### src/rtl/onehot_sel_pkg.sv
// Shared types and limits for the one-hot selection decoder.
// Holds the output-register state encoding and the maximum supported condition count.
package onehot_sel_pkg;

  localparam int MAX_N = 32;

  typedef enum logic {
    EMPTY = 1'b0,
    FULL  = 1'b1
  } state_t;

endpackage

### src/rtl/onehot_dec.sv
// Combinational index-to-one-hot decode with out-of-range flag; zero latency, no flow control.
// An index at or beyond N decodes to all-zero so downstream never sees a phantom selection.
module onehot_dec #(
  parameter int N     = 8,
  parameter int IDX_W = $clog2(N)
) (
  input  logic [IDX_W-1:0] idx,
  input  logic             none,
  output logic [N-1:0]     onehot,
  output logic             range_err
);

  always_comb begin
    onehot = '0;
    for (int i = 0; i < N; i++) begin
      onehot[i] = !none && (32'(idx) == i);
    end
  end

  assign range_err = !none && (32'(idx) >= N);

endmodule

### src/rtl/onehot_sel_decoder.sv
// Registered one-hot selection decoder: 1-cycle latency, single-entry valid/ready stage at full throughput.
// Holds the word while out_ready is low; ONEHOT_SEL_CHECK_EN adds the chk_err integrity monitor.
module onehot_sel_decoder
  import onehot_sel_pkg::*;
#(
  parameter int N     = 8,
  parameter int IDX_W = $clog2(N)
) (
  input  logic             clk,
  input  logic             rst_n,
  input  logic             in_valid,
  output logic             in_ready,
  input  logic [IDX_W-1:0] in_idx,
  input  logic             in_none,
  output logic             out_valid,
  input  logic             out_ready,
  output logic [N-1:0]     out_onehot,
  output logic             out_none,
  output logic             err_range,
`ifdef ONEHOT_SEL_CHECK_EN
  output logic             chk_err,
`endif
  output logic [15:0]      xfer_cnt
);

  if (N < 2 || N > MAX_N) begin : g_bad_n
    $error("onehot_sel_decoder: N out of supported range");
  end

  state_t         state;
  state_t         state_nxt;
  logic           in_xfer;
  logic           out_xfer;
  logic [N-1:0]   dec_onehot;
  logic           dec_range_err;

  onehot_dec #(
    .N     (N),
    .IDX_W (IDX_W)
  ) u_dec (
    .idx       (in_idx),
    .none      (in_none),
    .onehot    (dec_onehot),
    .range_err (dec_range_err)
  );

  assign in_xfer  = in_valid && in_ready;
  assign out_xfer = out_valid && out_ready;

  always_ff @(posedge clk or negedge rst_n) begin
    if (!rst_n) state <= EMPTY;
    else        state <= state_nxt;
  end

  always_comb begin
    state_nxt = state;
    case (state)
      EMPTY:   if (in_xfer) state_nxt = FULL;
      FULL:    if (out_xfer && !in_xfer) state_nxt = EMPTY;
      default: state_nxt = EMPTY;
    endcase
  end

  always_comb begin
    out_valid = (state == FULL);
    in_ready  = !out_valid || out_ready;
  end

  always_ff @(posedge clk or negedge rst_n) begin
    if (!rst_n) begin
      out_onehot <= '0;
      out_none   <= 1'b0;
      err_range  <= 1'b0;
      xfer_cnt   <= '0;
    end else begin
      if (in_xfer) begin
        out_onehot <= dec_onehot;
        out_none   <= in_none;
        if (dec_range_err) err_range <= 1'b1;
      end
      if (out_xfer) xfer_cnt <= xfer_cnt + 16'd1;
    end
  end

`ifdef ONEHOT_SEL_CHECK_EN
  // A presented word must be one-hot or zero, and a "no match" word must be zero.
  logic bad_word;
  assign bad_word = out_valid &&
                    (((out_onehot & (out_onehot - {{(N-1){1'b0}}, 1'b1})) != '0) ||
                     (out_none && (out_onehot != '0)));

  always_ff @(posedge clk or negedge rst_n) begin
    if (!rst_n)        chk_err <= 1'b0;
    else if (bad_word) chk_err <= 1'b1;
  end

  a_word_ok: assert property (@(posedge clk) disable iff (!rst_n) !bad_word);
`endif

endmodule

### config.mk
export PLATFORM = sky130hd
export DESIGN_NAME = onehot_sel_decoder
export DESIGN_NICKNAME = d
export VERILOG_FILES = /design/src/rtl/onehot_sel_pkg.sv /design/src/rtl/onehot_dec.sv /design/src/rtl/onehot_sel_decoder.sv
export SDC_FILE = /design/constraint.sdc
export NUM_CORES = 1
export LEC_CHECK = 0
export BUFFER_PORTS_ARGS = -buffer_cell sky130_fd_sc_hd__buf_4
export CORE_ASPECT_RATIO = 1.2
export CORE_MARGIN = 3
export CORE_UTILIZATION = 37
export DETAILED_ROUTE_END_ITERATION = 7
export GPL_ROUTABILITY_DRIVEN = 0
export SYNTH_ARGS = -nofsm -noshare
export SYNTH_HDL_FRONTEND = slang
export SYNTH_HIERARCHICAL = 1
export SYNTH_SLANG_ARGS = --single-unit
### constraint.sdc
create_clock -name clk -period 1.4 [get_ports clk]
set_input_delay 0.14 -clock clk [delete_from_list [all_inputs] [get_ports clk]]
set_output_delay 0.14 -clock clk [all_outputs]
set_load 0.02 [all_outputs]
==> out/results.txt <==
Status: finished clean
Peak Freq: 764 MHz
Vias per cell: 4.93
Final hold violations: 0
Worst Path Required: 1.62 ns
Final worst slack: 0.0911 ns
Clock power frac: 0.166
Diode count: 0
Largest net degree at the start of global routing: 28
Max incr delay on CP: 0.43 ns
First-pass GRT wire length: 3780 um
Min Tclk post-route: 1.31 ns
Hold Path Class: input pin to flip-flop
Clk sinks: 27
Number of cell rows: 22
Mapped Cells: 91
Initial Util: 0.392
Number of distinct library cells after synthesis: 26
Cell Pwr Density: 1200 mW/mm^2
Final Max Slew Viols: 0
Area contributors post-synth: dfrtp_1 55%, mux2_2 9.1%, xnor2_1 7.1%
Reg2reg end: xfer_cnt[13]$_DFFE_PN0P_
VDD IR max: 1.13 mV
Cell chain of the critical path: nand2_1, nor4_4, nand4_1, xnor2_1
Vias in the first global route: 853
Mapped cell area: 0.00123 mm^2
Leakage: 0.816 nW
Dpl hpwl: 1680 um
Synth warn: 6
Hold path cells: 2
Pint: 1.31 mW
Commonest non-fill, non-tap cell in the layout: buf_4
GRT Overall Usage: 0.116
Num CTS Buffers: 3
ANT nets after route: 0
Clk slew on worst S/H paths: 0.14 ns
Worst Reg2Reg Path Length in Cells: 4
Core ar.: 0.00314 mm^2
Syn_area_per_cell: 13.5 um^2
First-pass DRT Iterations: 4
Die area: 0.00406 mm^2
Maximum capacitance violations: 0
DRT Wirelength: 2230 um
Initial DRC Count: 31
Die X: 58.7 um
Critical path buffers and inverters: 0
Io pins: 36
Total gr overflow: 0
Sequential share of power: 0.497
Period utilization: 0.935
Crit path DAT: 1.53 ns
Commonest non-fill, non-tap cells in the layout: 42 x buf_4, 22 x dfrtp_1, 10 x xnor2_1, 10 x mux2_2
CP max FO: 3
Kind of critical path: flip-flop to flip-flop
Critical path's slowest cell: dfrtp_1
Clk Latency, worst-skew pair: 0.31 ns
Layout Nets: 147
Ratio of cells with drive above 1 in the final layout: 0.555
Worst Hold Path EP: out_valid$_DFF_PN0_
Fin cells: 173
Top cell family by delay on the critical path: simple AND/OR/NAND/NOR gates
IO buf count: 35
Clock root buffer: clkbuf_4
CTS tree: done
Routed vias: 853
FF-to-FF setup slack: 0.09 ns
Sequential share of the synthesized area: 0.549
Final setup vio count: 0
Startpoint types: flip-flop
Initial antenna violation count: 0
Worst hold start: in_valid
Clk buf depth: 2
Syn-to-layout area delta: 32.8%
Critical Path End Type: flip-flop
Reg2Reg Launch Point: xfer_cnt[9]$_DFFE_PN0P_
Die Span Y: 69.2 um
Sw Pwr: 660 uW
Comb power frac: 0.337
Share of the synthesized area in the top cell type: 0.549
Net Sw Frac: 0.335
Synth Net Count: 100
Skew final: 0.00259 ns
Place WS: 0.0270 ns
Htree depth: 1
Yosys top cell by area: dfrtp_1
Routed len/inst: 12.9 um
Yosys reg bits: 27
DP Cell Count: 166
Drt drc: 0
synthesized netlist by cell type:
| cell type | number |
|---|---|
| nand3_1 | 3 |
| conb_1 | 1 |
| nand2_2 | 2 |
| nor2_1 | 3 |
| nor4_4 | 2 |
| a31o_2 | 1 |
| nand4_1 | 3 |
| nor4_1 | 1 |
| and4bb_2 | 3 |
| buf_4 | 1 |
| ha_1 | 1 |
| inv_1 | 1 |
| and4b_2 | 1 |
| xor2_1 | 5 |
| xnor2_1 | 10 |
| nor4b_1 | 3 |
| or2_2 | 1 |
| and2_1 | 1 |
| and4_1 | 1 |
| nand2_1 | 5 |
| nand3_2 | 1 |
| and4_2 | 1 |
| mux2_2 | 10 |
| nand2b_1 | 2 |
| dfrtp_1 | 27 |
| nand4_4 | 1 |
routing by layer:
layer,GRT usage,routed length (um)
met5,0,0
met4,0.0227,0
met2,0.183,1070
met1,0.167,1010
met3,0.0186,147
power groups by stage:
stage / clock, mW / sequential, mW / combinational [mW]
floorplan: 0 / 1.14 / 0.192
global route: 0.391 / 0.994 / 0.722
global placement: 0 / 0.988 / 0.656
CTS: 0.349 / 0.981 / 0.662
finish: 0.326 / 0.978 / 0.664
detailed placement: 0 / 0.995 / 0.657
per-stage QoR:
stage	power, mW	TNS, ns	hold slack [ns]	cell area, um^2	utilization
after floorplan	1.33	-0.00860	-0.156	1240	-
after global placement	1.64	0	0.0780	1580	0.502
after detailed placement	1.65	0	0.0761	1580	0.502
after CTS	1.99	0	0.0214	1610	0.514
after global routing	2.11	-0.00435	0.0131	1640	0.521
final	1.97	0	0.0370	1640	0.521
flip-flops by register name, indices dropped and copies added (netlist names):
name        flops
out_onehot      8
out_valid       1
out_none        1
xfer_cnt       16
err_range       1
how the worst max path moves through the flow:
| stage | from | to | slack, ns | depth (start not counted) |
|---|---|---|---|---|
| finish | xfer_cnt[9]$_DFFE_PN0P_ | xfer_cnt[13]$_DFFE_PN0P_ | 0.09 | 4 |
| global route | xfer_cnt[9]$_DFFE_PN0P_ | xfer_cnt[12]$_DFFE_PN0P_ | -0.004 | 4 |
| CTS | xfer_cnt[1]$_DFFE_PN0P_ | xfer_cnt[8]$_DFFE_PN0P_ | 0.003 | 5 |
| detailed placement | xfer_cnt[1]$_DFFE_PN0P_ | xfer_cnt[12]$_DFFE_PN0P_ | 0.03 | 5 |
| global placement | out_valid$_DFF_PN0_ | xfer_cnt[13]$_DFFE_PN0P_ | 0.05 | 4 |
| floorplan | xfer_cnt[0]$_DFFE_PN0P_ | xfer_cnt[12]$_DFFE_PN0P_ | -0.009 | 5 |
cell type report:
class | instances | area, um^2
Timing Repair Buffer | 43 | 325
Multi-Input combinational cell | 62 | 552
Inverter | 1 | 3.75
Sequential cell | 27 | 682
Clock buffer | 3 | 22.5
Tap cell | 36 | 45.0
Fill cell | 308 | 1500
Clock inverter | 1 | 5.00
repair_timing:
item,in CTS,in global routing
gates resized for setup,0,4
hold endpoints to repair,27,0
buffers inserted,0,2
hold buffers,1,0
endpoints found under the setup margin,0,8
kinds of logic (layout without fill, tap and decap cells):
| group | Yosys count | count (layout) | synth area share |
|---|---|---|---|
| adders and majority gates | 1 | 1 | 0.0102 |
| DFF | 27 | 27 | 0.549 |
| xor gates and xnor gates | 15 | 15 | 0.107 |
| and+or+nand+nor | 34 | 34 | 0.224 |
| other | 1 | 1 | 0.00305 |
| buffers and inverters | 2 | 48 | 0.00915 |
| muxes | 10 | 10 | 0.0915 |
| AOI/OAI and AO/OA | 1 | 1 | 0.00712 |
Note: power is estimated with default switching activity, not from simulation.
